<file path="config.mk">
export PLATFORM = sky130hd
export DESIGN_NAME = uart_rx_block
export DESIGN_NICKNAME = d
export VERILOG_FILES = /design/src/rtl/uart_pkg.sv /design/src/rtl/uart_rx_tick.sv /design/src/rtl/uart_rx_block.sv
export SDC_FILE = /design/constraint.sdc
export NUM_CORES = 1
export LEC_CHECK = 0
export CAP_MARGIN = 20
export CORE_MARGIN = 5
export CORE_UTILIZATION = 55
export DETAILED_ROUTE_END_ITERATION = 6
export PLACE_DENSITY = 0.88
export SLEW_MARGIN = 15
export SYNTH_ARGS = -nofsm -noshare
export SYNTH_HDL_FRONTEND = slang
export SYNTH_SLANG_ARGS = --single-unit
</file>
<file path="constraint.sdc">
create_clock -name CLK -period 3.2 [get_ports CLK]
set_clock_uncertainty 0.2 [all_clocks]
set_input_delay 0.48 -clock CLK [delete_from_list [all_inputs] [get_ports CLK]]
set_output_delay 0.48 -clock CLK [all_outputs]
set_load 0.005 [all_outputs]
</file>
<file path="src/rtl/uart_pkg.sv">
// Shared definitions for the UART transmit and receive blocks.
// Holds the receiver state encoding, the CONTROL command codes, the STATUS
// bit positions and the sample-tick divisor helper. The transmitter's
// RDY/BSY/SND codes live here too so both blocks map onto the bus alike.
package uart_pkg;

  typedef enum logic [2:0] {
    ST_IDLE      = 3'd0,
    ST_START     = 3'd1,
    ST_DATA_BITS = 3'd2,
    ST_STOP      = 3'd3,
    ST_WAIT_HIGH = 3'd4
  } rx_state_t;

  // CONTROL command codes (shared by transmitter and receiver)
  localparam logic [7:0] CMD_NOP = 8'h00;
  localparam logic [7:0] CMD_ACK = 8'hFF;

  // Transmitter command / status codes
  localparam logic [7:0] TX_CMD_SND  = 8'h01;
  localparam logic [7:0] TX_STAT_RDY = 8'h00;
  localparam logic [7:0] TX_STAT_BSY = 8'h01;

  // Receiver STATUS bit positions; bits 7:4 read as zero
  localparam int STAT_VALID = 0;
  localparam int STAT_FERR  = 1;
  localparam int STAT_OVR   = 2;
  localparam int STAT_BUSY  = 3;

  // CLK cycles per sample tick, truncated
  function automatic int unsigned tick_div(input int unsigned clk_freq,
                                           input int unsigned baud,
                                           input int unsigned oversample);
    return clk_freq / (baud * oversample);
  endfunction

endpackage

</file>
<file path="src/rtl/uart_rx_tick.sv">
// Sample-tick generator for the UART receiver.
// Ports:
//   CLK  - system clock
//   RST  - asynchronous active-low reset
//   clr  - synchronous clear; holds the counter at zero and masks the tick
//   tick - one-CLK pulse every DIV cycles while clr is low
module uart_rx_tick #(
  parameter int unsigned DIV = 325
) (
  input  logic CLK,
  input  logic RST,
  input  logic clr,
  output logic tick
);

  localparam int unsigned CW = (DIV > 1) ? $clog2(DIV) : 1;
  localparam logic [CW-1:0] LAST = CW'(DIV - 1);

  logic [CW-1:0] cnt;

  always_ff @(posedge CLK or negedge RST) begin
    if (!RST) begin
      cnt <= '0;
    end else if (clr || (cnt == LAST)) begin
      cnt <= '0;
    end else begin
      cnt <= cnt + 1'b1;
    end
  end

  assign tick = !clr && (cnt == LAST);

endmodule

</file>
<file path="src/rtl/uart_rx_block.sv">
// Byte-wide 8N1 UART receiver with a CONTROL/DATA/STATUS register face.
// Ports:
//   CLK     - system clock, rising edge
//   RST     - asynchronous active-low reset
//   LINE_IN - serial input, asynchronous, idle high
//   CONTROL - command byte: 0xFF = ACK (clear VALID/FERR/OVR), others = NOP
//   DATA    - last received byte
//   STATUS  - {4'b0, BUSY, OVR, FERR, VALID}
//
// state        | meaning
// -------------+------------------------------------------------------
// ST_IDLE      | line idle, waiting for a 1->0 edge; tick counter held
// ST_START     | checking the start bit at its midpoint
// ST_DATA_BITS | sampling 8 data bits, LSB first, one per bit period
// ST_STOP      | sampling the stop bit, then publishing the byte
// ST_WAIT_HIGH | stop bit was low (break/framing); wait for line high
module uart_rx_block
  import uart_pkg::*;
#(
  parameter int unsigned CLK_FREQ   = 50000000,
  parameter int unsigned BAUD       = 9600,
  parameter int unsigned OVERSAMPLE = 16
) (
  input  logic       CLK,
  input  logic       RST,
  input  logic       LINE_IN,
  input  logic [7:0] CONTROL,
  output logic [7:0] DATA,
  output logic [7:0] STATUS
);

  localparam int unsigned DIV = tick_div(CLK_FREQ, BAUD, OVERSAMPLE);
  localparam int unsigned SW  = $clog2(OVERSAMPLE);
  localparam logic [SW-1:0] SUB_HALF = SW'(OVERSAMPLE / 2 - 1);
  localparam logic [SW-1:0] SUB_LAST = SW'(OVERSAMPLE - 1);

  rx_state_t     state, state_nxt;
  logic          sync_1, line_s, line_d;
  logic          tick;
  logic [SW-1:0] sub_cnt;
  logic [2:0]    bit_idx;
  logic [7:0]    shift_reg;
  logic [7:0]    data_q;
  logic          valid_q, ferr_q, ovr_q;
  logic          sub_clr, sub_inc, smp_bit, frame_done;
  logic          ack;

  assign ack = (CONTROL == CMD_ACK);

  // Two-flop synchronizer plus one delayed copy for edge detection
  always_ff @(posedge CLK or negedge RST) begin
    if (!RST) begin
      sync_1 <= 1'b1;
      line_s <= 1'b1;
      line_d <= 1'b1;
    end else begin
      sync_1 <= LINE_IN;
      line_s <= sync_1;
      line_d <= line_s;
    end
  end

  // Cleared throughout IDLE so tick phase starts at the detected edge
  uart_rx_tick #(.DIV(DIV)) u_tick (
    .CLK  (CLK),
    .RST  (RST),
    .clr  (state == ST_IDLE),
    .tick (tick)
  );

  always_ff @(posedge CLK or negedge RST) begin
    if (!RST) begin
      state <= ST_IDLE;
    end else begin
      state <= state_nxt;
    end
  end

  always_comb begin
    state_nxt  = state;
    sub_clr    = 1'b0;
    sub_inc    = 1'b0;
    smp_bit    = 1'b0;
    frame_done = 1'b0;
    case (state)
      ST_IDLE: begin
        sub_clr = 1'b1;
        if (line_d && !line_s) begin
          state_nxt = ST_START;
        end
      end
      ST_START: begin
        if (tick) begin
          if (sub_cnt == SUB_HALF) begin
            sub_clr   = 1'b1;
            state_nxt = line_s ? ST_IDLE : ST_DATA_BITS;
          end else begin
            sub_inc = 1'b1;
          end
        end
      end
      ST_DATA_BITS: begin
        if (tick) begin
          if (sub_cnt == SUB_LAST) begin
            sub_clr = 1'b1;
            smp_bit = 1'b1;
            if (bit_idx == 3'd7) begin
              state_nxt = ST_STOP;
            end
          end else begin
            sub_inc = 1'b1;
          end
        end
      end
      ST_STOP: begin
        if (tick) begin
          if (sub_cnt == SUB_LAST) begin
            sub_clr    = 1'b1;
            frame_done = 1'b1;
            state_nxt  = line_s ? ST_IDLE : ST_WAIT_HIGH;
          end else begin
            sub_inc = 1'b1;
          end
        end
      end
      ST_WAIT_HIGH: begin
        if (line_s) begin
          state_nxt = ST_IDLE;
        end
      end
      default: state_nxt = ST_IDLE;
    endcase
  end

  always_ff @(posedge CLK or negedge RST) begin
    if (!RST) begin
      sub_cnt   <= '0;
      bit_idx   <= '0;
      shift_reg <= '0;
      data_q    <= '0;
      valid_q   <= 1'b0;
      ferr_q    <= 1'b0;
      ovr_q     <= 1'b0;
    end else begin
      if (sub_clr) begin
        sub_cnt <= '0;
      end else if (sub_inc) begin
        sub_cnt <= sub_cnt + 1'b1;
      end

      if (state == ST_IDLE) begin
        bit_idx <= '0;
      end else if (smp_bit) begin
        bit_idx <= bit_idx + 1'b1;
      end

      if (smp_bit) begin
        shift_reg[bit_idx] <= line_s;
      end

      // Completion beats a same-cycle ACK; the ACK only suppresses OVR
      if (frame_done) begin
        data_q  <= shift_reg;
        valid_q <= 1'b1;
        ferr_q  <= !line_s;
        ovr_q   <= valid_q && !ack;
      end else if (ack) begin
        valid_q <= 1'b0;
        ferr_q  <= 1'b0;
        ovr_q   <= 1'b0;
      end
    end
  end

  assign DATA = data_q;

  always_comb begin
    STATUS             = 8'h00;
    STATUS[STAT_VALID] = valid_q;
    STATUS[STAT_FERR]  = ferr_q;
    STATUS[STAT_OVR]   = ovr_q;
    STATUS[STAT_BUSY]  = (state != ST_IDLE);
  end

endmodule

</file>
; After elaboration in Yosys (flattened, before gate mapping)
; Cells that the tools add are included.
[classes]
n_addsub = 3
multipliers = 0
n_div = 0
n_lt_le_gt_ge = 2
eq_ne = 18
shifts = 0
muxes = 36
n_bitwise = 0
reduce_logical = 15
[op_table]
columns = cell, n
row1 = $mux 3, 12
row2 = $ne 2x2->1 const B, 9
row3 = $mux 1, 15
row4 = $pmux 3 s5, 1
row5 = $add 9x1->9 const B, 1
row6 = $eq 9x9->1 const B, 1
row7 = $mux 9, 1
row8 = $reduce_and 9->1, 1
row9 = $bwmux 8, 1
row10 = $eq 8x8->1 const B, 1
row11 = $mux 4, 2
row12 = $eq 3x2->1 const B, 2
row13 = $eq 3x3->1 const B, 2
row14 = $reduce_bool 2->1, 3
row15 = $add 4x1->4 const B, 1
row16 = $eq 4x3->1 const B, 1
row17 = $eq 4x4->1 const B, 1
row18 = $logic_and 1x1->1, 4
row19 = $lt 3x4->1 const B, 1
row20 = $add 3x1->3 const B, 1
row21 = $demux 1 s3, 1
row22 = $eq 3x1->1 const B, 1
row23 = $ge 3x1->1 const B, 1
row24 = $logic_not 1->1, 3
row25 = 7 further kinds, 7
[totals]
ff_bits = 41
latch_bits = 0
mem_bits_rw = 0
romBits = 0
input_bits = 11
output_inout_bits = 16
wordCells = 86
mem_count = 0

; Logic depth before layout (Yosys ltp)
; Gate-level depths: netlist of run 1.
[depth]
ltp_word = 7
ltp_mapped = 9
mapped_depth_nobuf = 7

; Cells and area by module
; A second synthesis of run 1 with hierarchy kept.
[hier_totals]
cells_unflattened = 186
hier_area_um2 = 2053.2
[by_module_without_submodules]
columns = mod, n_inst, cells_per_inst, area_each_um2, seq_area_each_um2
row1 = uart_rx_block, 1, 140, 1595.3, 804.5
row2 = uart_rx_tick, 1, 46, 457.9, 225.2

; Worst setup path after synthesis of run 1
; No wires, ideal clock.
[synth_path]
kind = register to register
start = register u_tick.cnt[0]
end = register data_q[2] (netlist: DATA[2])
setup_time_ps = 125
t_arrival_ps = 1858
required_time_ps = 2875
path_slack_ps = 1017
path_stages_with_launch = 9
n_path_buf = 2
synth_period_minus_slack_ps = 2183
cell_sequence = dfrtp_1 -> inv_1 -> ha_1 -> and4bb_2 -> nand3_4 -> or3_1 -> buf_2 -> buf_6 -> mux2_4
[synth_between]
elab_chain_len = 4
[synth_rtl]
columns = element, line
row1 = from (decl), uart_rx_tick.sv:19  ; logic [CW-1:0] cnt;
row2 = from (signal assigned), uart_rx_tick.sv:27  ; cnt <= cnt + 1'b1;
row3 = $eq 9x9->1, uart_rx_tick.sv:31  ; assign tick = !clr && (cnt == LAST);
row4 = $logic_and 1x1->1, uart_rx_tick.sv:31
row5 = $mux 1, uart_rx_block.sv:116  ; if (tick) begin
row6 = $mux 1, uart_rx_block.sv:85  ; case (state)
row7 = to (signal assigned), uart_rx_block.sv:163  ; data_q <= shift_reg;
row8 = to (decl), uart_rx_block.sv:43  ; logic [7:0] data_q;
; Every way passes these cells.
; A chain may end at the register's enable or synchronous reset.

; Worst setup path after layout of run 1
[layout_path]
start = register state[0]
end = output port STATUS[3]
[layout_between]
elab_chain_len = 1
[layout_rtl]
columns = element, line
row1 = from (decl), uart_rx_block.sv:37  ; rx_state_t state, state_nxt;
row2 = from (signal assigned), uart_rx_block.sv:75  ; state <= state_nxt;
row3 = $reduce_bool 3->1, uart_rx_block.sv:182  ; STATUS[STAT_BUSY] = (state != ST_IDLE);
row4 = to (decl), uart_rx_block.sv:29  ; output logic [7:0] STATUS
; Every way passes these cells.

==> summary.md, run 1 <==
| Metric | Value |
|---|---|
| Adder-Cell Fraction of Synth Area | `0.03102` |
| Filler cell count in the final layout | `282` |
| Distinct cells, synth | `42` |
| CTS sink cnt | `41` |
| # DRC | `0` |
| Relative max-transition margin | `0.4224` |
| Total GRT Usage | `0.1544` |
| Congestion Overflow GR | `0` |
| Die Y | `70.56 µm` |
| Layout cells sized above 1 | `0.1759` |
| Nets | `214` |
| Die width | `70.56 µm` |
| Routed WL | `3.424 mm` |
| CTS tree | `done` |
| Worst setup margin | `0.7637 ns` |
| Fin crit share | `0.7614` |
| Worst-path maximum fanout | `9` |
| Reg2Reg Depth | `6` |
| Fin. max-slew vios | `0` |
| Peak supply drop | `roughly 0.28 mV` |
| Pre-antenna DRT Iters | `4` |
| Initial Utilization | `0.5593` |
| ANT cells | `0` |
| Hold WC Path Type | `input pin to asynchronous set/reset pin` |
| Tmin final | `2.436 ns` |
| Largest net degree at the start of global routing | `42` |
| Synth top area share | `0.4715` |
| Synth Area in Simple Gates | `0.1911` |
| Number of synthesized register bits | `41` |
| Layout Area Growth over Synthesis | `15.63%` |
| Routability cong. | `0.7645` |
| Root Buffer | `clkbuf_8` |
| Status | `finished, final reports clean` |
| # hold bufs at CTS | `0` |
| Place WS | `0.8276 ns` |
| Core ar. | `3606 µm²` |
| Commonest cells after routing, fill and taps aside | `dfrtp_1, nor2_1, clkdlybuf4s50_1` |
| Clk pin slew, worst setup/hold paths | `0.08 ns` |
| Synth area leaders | `dfrtp_1, mux2_2, nor2_1, dfstp_2, mux2_4` |
| Critical path endpoint category | `output port` |
| CTS Buffer Depth | `2` |
| Io pins | `27` |
| Wirelength per Cell | `13.86 µm` |
| Unrepaired setup endpoints after global routing | `false` |
| Compound-Gate Fraction of Synth Area | `0.05087` |
| Std-Cell Rows | `22` |
| Maxcap violations | `0` |
| Top FF cell, synth | `dfrtp_1` |
| Via count of the first global-routing pass | `1333` |
| Detail Route Antenna Nets | `0` |
| Post-DP HPWL | `2.412 mm` |
| 1st-iter DRT viols | `72` |
| Setup-failing EPs final | `0` |
| Pleak | `1.092 nW` |
| Setup crit start kind | `flop` |
| Fin. Hold Viols | `0` |
| Worst EP arrival | `1.76 ns` |
| DIE AREA | `between 4000 and 5000 µm²` |
| Leading cell type in the layout, fill and taps excluded | `dfrtp_1` |
| Synthesized area per cell | `roughly 11 µm²` |
| Htree depth | `2` |
| Non-filler cells, final | `247` |
| Post-synth EDFFs | `0` |
| Synth area leader | `dfrtp_1` |
| Initial antenna violation count | `0` |
| Power Total | `0.001248 W` |
| Synthesized instance count | `178` |
| CTS buffer count | `5` |
| Worst-Skew Late Latency | `0.30 ns` |
| PD cells | `535.2 nW/µm²` |
| Fmax | `just over 0.4 GHz` |
| Syn. warnings | `0` |
| Worst-margin pin slew | `0.8664 ns` |
| Placed insts | `between 200 and 250` |
| Register area share after synthesis | `0.5105` |
| CTS resizes | `0` |
| Vias | `~1.3k` |
| Max reg flops | `9` |
| Setup bufs post-CTS | `0` |
| Post-Synth XOR/XNOR Area | `0.04777` |
| Mux cell area share after synthesis | `0.1185` |
| Crit path kind | `flop to output port` |
| First-pass GRT wire length | `6.106 mm` |
| # port buffers | `22` |
| Synth Cell Area | `between 2000 and 2500 µm²` |
| Critical Path RT | `2.52 ns` |
| Post-Route Setup TNS | `0 ns` |
| Routed vias/inst | `5.304` |
| Ys async rst share | `1.000` |
| Largest family of logic cells by synthesized area | `simple AND/OR/NAND/NOR gates` |
==> routing by layer <==
metal | part of all wire | up-vias | track usage | wire length, µm
met5 | 0 | - | 0 | 0
li1 | - | 643 | - | -
met3 | 0.035 | 7 | 0.02983 | 121
met1 | 0.46 | 636 | 0.1974 | 1573
met2 | 0.48 | 24 | 0.2526 | 1650
met4 | 0.023 | 0 | 0.07516 | 79
==> critical path, cell delays in order, from the launching register on <==
cell             delay [ns]
dfrtp_1                0.50
nor3_1                 0.34
inv_1                  0.15
clkdlybuf4s50_1        0.47
==> path summary, 6_finish.rpt <==
path / startpoint / endpoint / slack [ns]
max reg2reg: u_tick.cnt[0]$_DFF_PN0_ / DATA[4]$_DFFE_PN0P_ / 0.84
min: RST / shift_reg[2]$_DFFE_PN0P_ / 0.09
max: state[0]$_DFFE_PN0P_ / STATUS[3] / 0.76
max in group asynchronous: RST / u_tick.cnt[0]$_DFF_PN0_ / 2.16
min reg2reg: sync_1$_DFF_PN1_ / line_s$_DFF_PN1_ / 0.16
min in group CLK: sync_1$_DFF_PN1_ / line_s$_DFF_PN1_ / 0.16
==> area by class of cell <==
class,instances,area [µm²],share of cell area
sequential,41,1030,0.4415
clock inverter,2,38.79,0.01663
clock buffer,6,72.57,0.03112
timing repair buffer,22,215.2,0.09227
inverter,4,15.01,0.006438
multi-input combinational,124,900.9,0.3863
tap,48,60.06,0.02575
==> cells by family after synthesis <==
family | count (synthesis)
flip-flops | 41
other | 1
buffers and inverters | 16
multiplexers | 20
adder cells (fa/ha/maj) | 5
AO/OA/AOI/OAI | 16
XOR/XNOR | 11
AND/OR/NAND/NOR | 68
==> synthesized netlist by cell type, types with 2 or more instances <==
master / instances
dfrtp_1: 38
nor2_1: 23
mux2_2: 11
nand2_1: 10
nand3_1: 10
buf_4: 7
xnor2_1: 7
ha_1: 5
mux2_4: 5
inv_1: 4
mux2i_1: 4
o21ai_0: 4
xor2_1: 4
a21oi_1: 3
and3_1: 3
buf_2: 3
dfstp_2: 3
nand4_1: 3
nor2b_1: 3
a211oi_1: 2
a31oi_1: 2
and2_1: 2
nand3b_1: 2
nor3_1: 2
==> per-stage QoR <==
step                instance area (µm²)  hold WS [ns]    util
floorplan                          2028      -0.01559       -
global placement                   2221        0.1463  0.6159
detailed placement                 2221        0.1499  0.6159
CTS                                2332        0.1165  0.6468
global route                       2332        0.1696  0.6468
finish                             2332       0.08845  0.6468
==> where the power goes <==
group / switching, W / leakage, nW / internal (W)
clock: 0.000177 / 0.0554 / 0.000234
combinational: 0.000113 / 0.499 / 0.0000942
sequential: 0.0000610 / 0.538 / 0.000569
No activity file was read; power rests on OpenSTA's default activity.
==> run 2, diff against run 1 <==
--- a/config.mk
+++ b/config.mk
@@ -7,9 +7,9 @@
 export LEC_CHECK = 0
 export CAP_MARGIN = 20
 export CORE_MARGIN = 5
-export CORE_UTILIZATION = 55
+export CORE_UTILIZATION = 54
 export DETAILED_ROUTE_END_ITERATION = 6
-export PLACE_DENSITY = 0.88
+export PLACE_DENSITY = 0.87
 export SLEW_MARGIN = 15
 export SYNTH_ARGS = -nofsm -noshare
 export SYNTH_HDL_FRONTEND = slang
==> constraint.sdc (replaced) <==
create_clock -name CLK -period 2.26 [get_ports CLK]
set_clock_uncertainty 0.2 [all_clocks]
set_input_delay 0.339 -clock CLK [delete_from_list [all_inputs] [get_ports CLK]]
set_output_delay 0.339 -clock CLK [all_outputs]
set_load 0.005 [all_outputs]
==> summary.md, run 2 (same netlist as run 1, synthesis figures left out) <==
| Metric | Value |
|---|---|
| 1st-iter DRT viols | `119` |
| Fin crit share | `0.9576` |
| Std-Cell Rows | `22` |
| Fin. max-slew vios | `0` |
| PD cells | `712.5 nW/µm²` |
| CTS sink cnt | `41` |
| Setup crit start kind | `flop` |
| Layout Area Growth over Synthesis | `18.24%` |
| Unrepaired setup endpoints after global routing | `false` |
| Status | `finished, final reports clean` |
| Io pins | `27` |
| CTS tree | `done` |
| Maxcap violations | `0` |
| Clk pin slew, worst setup/hold paths | `roughly 0.080 ns` |
| Crit path max-delay cell type | `dfrtp_1` |
| Worst-Skew Late Latency | `0.29 ns` |
| Htree depth | `2` |
| Worst-margin pin slew | `0.5003 ns` |
| Peak supply drop | `roughly 0.44 mV` |
| Fin. Hold Viols | `0` |
| Vias | `1353` |
| Tmin final | `2.164 ns` |
| Leading cell type in the layout, fill and taps excluded | `dfrtp_1` |
| # port buffers | `22` |
| Pre-antenna DRT Iters | `4` |
| ANT cells | `0` |
| Pleak | `1.122 nW` |
| Via count of the first global-routing pass | `1358` |
| Routability cong. | `~0.77` |
| Post-DP HPWL | `2.505 mm` |
| Total GRT Usage | `0.1562` |
| Congestion Overflow GR | `0` |
| First-pass GRT wire length | `6.161 mm` |
| Critical Path RT | `2.25 ns` |
| Core ar. | `3633 µm²` |
| DIE AREA | `between 5000 and 6000 µm²` |
| Hold WC Path Type | `flop to flop` |
| Worst path max stage delay | `0.40 ns` |
| Wirelength per Cell | `13.54 µm` |
| CTS buffer count | `5` |
| Reg2Reg Depth | `7` |
| Worst setup margin | `0.09578 ns` |
| Die width | `71.12 µm` |
| Commonest cells after routing, fill and taps aside | `dfrtp_1, nor2_1, clkdlybuf4s50_1` |
| Worst EP arrival | `2.15 ns` |
| Power Total | `0.001699 W` |
| Root Buffer | `clkbuf_8` |
| Initial antenna violation count | `0` |
| Critical path endpoint category | `flop` |
| CP cell instances | `inv_1 -> ha_1 -> and4bb_2 -> nand3_4 -> or3_1 -> buf_6 -> mux2_4` |
| Nets | `221` |
| Max reg flops | `9` |
| # DRC | `0` |
| Setup-failing EPs final | `0` |
| Routed vias/inst | `5.327` |
| Detail Route Antenna Nets | `0` |
| Delay-heaviest family, CP | `simple AND/OR/NAND/NOR gates` |
| Worst hold stages | `0` |
| Crit path kind | `flop to flop` |
| Largest net degree at the start of global routing | `between 40 and 50` |
| Filler cell count in the final layout | `282` |
| Fmax | `0.4621 GHz` |
| Place WS | `~0.07 ns` |
| Worst-path maximum fanout | `13` |
| Routed WL | `3.439 mm` |
| Die Y | `71.12 µm` |
| Fin util | `0.6563` |
| CTS Buffer Depth | `2` |
| Critical path buffer and inverter count | `2` |
| Final hold slack | `approximately 0.16 ns` |
| Initial Utilization | `0.5551` |
| Layout cells sized above 1 | `0.2136` |
| Relative max-transition margin | `0.6665` |
| Post-Route Setup TNS | `0 ns` |
| Setup bufs post-CTS | `0` |
| WP depth | `7` |
| R2R setup slack | `around 0.096 ns` |
## run 2: final timing paths
path / startpoint / to
setup / recovery: u_tick.cnt[1]$_DFF_PN0_ / DATA[2]$_DFFE_PN0P_
hold / removal: sync_1$_DFF_PN1_ / line_s$_DFF_PN1_
setup reg to reg: u_tick.cnt[1]$_DFF_PN0_ / DATA[2]$_DFFE_PN0P_
hold reg to reg: sync_1$_DFF_PN1_ / line_s$_DFF_PN1_
max in group asynchronous: RST / state[0]$_DFFE_PN0P_
min in group asynchronous: RST / DATA[4]$_DFFE_PN0P_
## run 2: repair_timing
item | in CTS | in global routing
pin swaps | 0 | 1
hold endpoints to repair | 38 | 0
endpoints found under the setup margin | 1 | 11
resized for setup | 1 | 4
hold buffers | 1 | 0
## run 2: metrics by stage
stage          cell area, µm²  std cells
4_1_cts                  2375        254
2_1_floorplan            2028        181
3_5_place_dp             2266        245
6_report                 2385        254
5_1_grt                  2385        254
3_3_place_gp             2266        245
## run 2: final cells by class
cell class	instances	area (µm²)	area share
flip-flops and latches	41	1031	0.4323
multi-input cells	124	907.1	0.3804
repair buffers	29	277.8	0.1165
well taps	48	60.06	0.02518
clock inverters	1	7.507	0.003148
inverters	4	15.01	0.006296
clock buffers	7	86.33	0.03620
## run 2: layer usage
| layer | routed length (µm) | global-route usage | vias up |
|---|---|---|---|
| li1 | - | - | 660 |
| met1 | 1499 | 0.1944 | 670 |
| met2 | 1736 | 0.2513 | 18 |
| met4 | 77 | 0.06889 | 0 |
| met5 | 0 | 0 | - |
| met3 | 125 | 0.04688 | 5 |
## run 2: power breakdown
group	switching, W	internal [W]
combinational	0.000169	0.000149
clock	0.000241	0.000248
sequential	0.0000861	0.000807
==> run 3, diff against run 2 <==
--- a/config.mk
+++ b/config.mk
@@ -10,6 +10,7 @@
 export CORE_UTILIZATION = 54
 export DETAILED_ROUTE_END_ITERATION = 6
 export PLACE_DENSITY = 0.87
+export RECOVER_POWER = 25
 export SLEW_MARGIN = 15
 export SYNTH_ARGS = -nofsm -noshare
 export SYNTH_HDL_FRONTEND = slang
==> summary.md, run 3 (same netlist as run 1, synthesis figures left out) <==
| Metric | Value |
|---|---|
| Leading cell type in the layout, fill and taps excluded | `dfrtp_1` |
| Post-Route Setup TNS | `0 ns` |
| Status | `finished, final reports clean` |
| Register area | `1031 µm²` |
| Setup-failing EPs final | `0` |
| Fin crit share | `0.9576` |
| ANT cells | `0` |
| Die Y | `71.12 µm` |
| CTS Buffer Depth | `2` |
| # port buffers | `22` |
| Worst-path maximum fanout | `13` |
| Worst-margin pin slew | `0.9804 ns` |
| CTS tree | `done` |
| Initial antenna violation count | `0` |
| Routability cong. | `about 0.77` |
| Relative max-transition margin | `0.3464` |
| Pre-antenna DRT Iters | `4` |
| Critical Path RT | `around 2.3 ns` |
| Commonest cells after routing, fill and taps aside | `dfrtp_1, nor2_1, clkdlybuf4s50_1` |
| Final hold slack | `0.1635 ns` |
| Routed vias/inst | `~5.3` |
| Hold WC Path Type | `flop to flop` |
| Routed WL | `3.439 mm` |
| Std-Cell Rows | `22` |
| Via count of the first global-routing pass | `1358` |
| First-pass GRT wire length | `6.161 mm` |
| Worst-Skew Late Latency | `slightly below 0.3 ns` |
| Io pins | `27` |
| Fin util | `0.6556` |
| Initial Utilization | `0.5551` |
| Placed insts | `245` |
| Fin. max-slew vios | `0` |
| 1st-iter DRT viols | `119` |
| Tmin final | `2.164 ns` |
| Die width | `slightly above 70 µm` |
| Multi-input combinational cell area | `approximately 900 µm²` |
| Filler cell count in the final layout | `283` |
| # DRC | `0` |
| Critical path endpoint category | `flop` |
| Root Buffer | `clkbuf_8` |
| Fmax | `0.4621 GHz` |
| Unrepaired setup endpoints after global routing | `false` |
| Peak supply drop | `0.4379 mV` |
| Wirelength per Cell | `13.54 µm` |
| Htree depth | `2` |
| Pleak | `1.121 nW` |
| Worst EP arrival | `2.15 ns` |
| Detail Route Antenna Nets | `0` |
| Largest net degree at the start of global routing | `between 40 and 50` |
| Worst hold stages | `0` |
| Max reg flops | `9` |
| Congestion Overflow GR | `0` |
| Maxcap violations | `0` |
| CTS sink cnt | `41` |
| Non-filler cells, final | `~250` |
| Crit path kind | `flop to flop` |
| Layout Area Growth over Synthesis | `18.11%` |
| PD cells | `between 700 and 800 nW/µm²` |
| DIE AREA | `5057 µm²` |
| Vias | `1354` |
| Reg2Reg Depth | `7` |
| Layout cells sized above 1 | `0.2087` |
| CTS buffer count | `5` |
| Nets | `221` |
| Post-DP HPWL | `2.505 mm` |
| Fin. Hold Viols | `0` |
| Clk pin slew, worst setup/hold paths | `0.08 ns` |
| Total GRT Usage | `0.1562` |
| Setup crit start kind | `flop` |
| Core ar. | `3633 µm²` |
==> run 3: cell types whose count changed in the layout (fill, tap and decap cells not counted) <==
cell / previous run / this run
buf_4: 4 / 3
clkbuf_2: 0 / 1
clkdlybuf4s50_1: 21 / 20
dfstp_2: 3 / 2
dlygate4sd3_1: 1 / 2
dfstp_1: 0 / 1
==> run 3: area by class of cell <==
type,instances,area share
multi-input combinational,124,0.3808
timing repair buffer,29,0.1155
sequential,41,0.4328
clock inverter,1,0.003151
clock buffer,7,0.03624
inverter,4,0.006303
tap,48,0.02521
==> run 3: worst max-delay path, cell delays in order, from the launching register on <==
cell and delay [ns]:
dfrtp_1 0.40, inv_1 0.09, ha_1 0.14, and4bb_2 0.30, nand3_4 0.09, or3_1 0.36, buf_6 0.17, mux2_4 0.30
==> run 3: layer usage <==
metal,up-vias,GRT usage,wire length [µm]
met4,0,0.06889,77
met1,671,0.1944,1498
met3,5,0.04688,125
met2,18,0.2513,1738
met5,-,0,0
li1,660,-,-
==> run 3: final timing paths <==
path	start	end	slack, ns
setup / recovery	u_tick.cnt[1]$_DFF_PN0_	DATA[2]$_DFFE_PN0P_	0.1
hold / removal	sync_1$_DFF_PN1_	line_s$_DFF_PN1_	0.16
setup reg to reg	u_tick.cnt[1]$_DFF_PN0_	DATA[2]$_DFFE_PN0P_	0.1
hold reg to reg	sync_1$_DFF_PN1_	line_s$_DFF_PN1_	0.16
max in group asynchronous	RST	state[0]$_DFFE_PN0P_	0.58
min in group asynchronous	RST	DATA[4]$_DFFE_PN0P_	0.62
==> run 3: what timing repair did <==
item | in CTS | in global routing
resized for setup | 1 | 4
hold endpoints to repair | 38 | 0
setup buffers | 0 | 0
endpoints found under the setup margin | 1 | 11
pin swaps | 0 | 1
hold buffers | 1 | 0
==> run 3: stage by stage <==
step                      worst slack, ns  cell area [µm²]  total power [W]
after floorplan                   0.07652             2028         0.001107
after global placement             0.1267             2266         0.001204
after detailed placement          0.06990             2266         0.001221
after CTS                         0.06029             2375         0.001723
after global routing              0.01745             2382         0.001808
final                             0.09579             2382         0.001698
==> run 3: report_power, final <==
group	internal, W	total, W	switching [W]	leakage (nW)
sequential	0.000806	0.000892	0.0000861	0.537
clock	0.000248	0.000489	0.000241	0.0445
combinational	0.000148	0.000317	0.000169	0.539
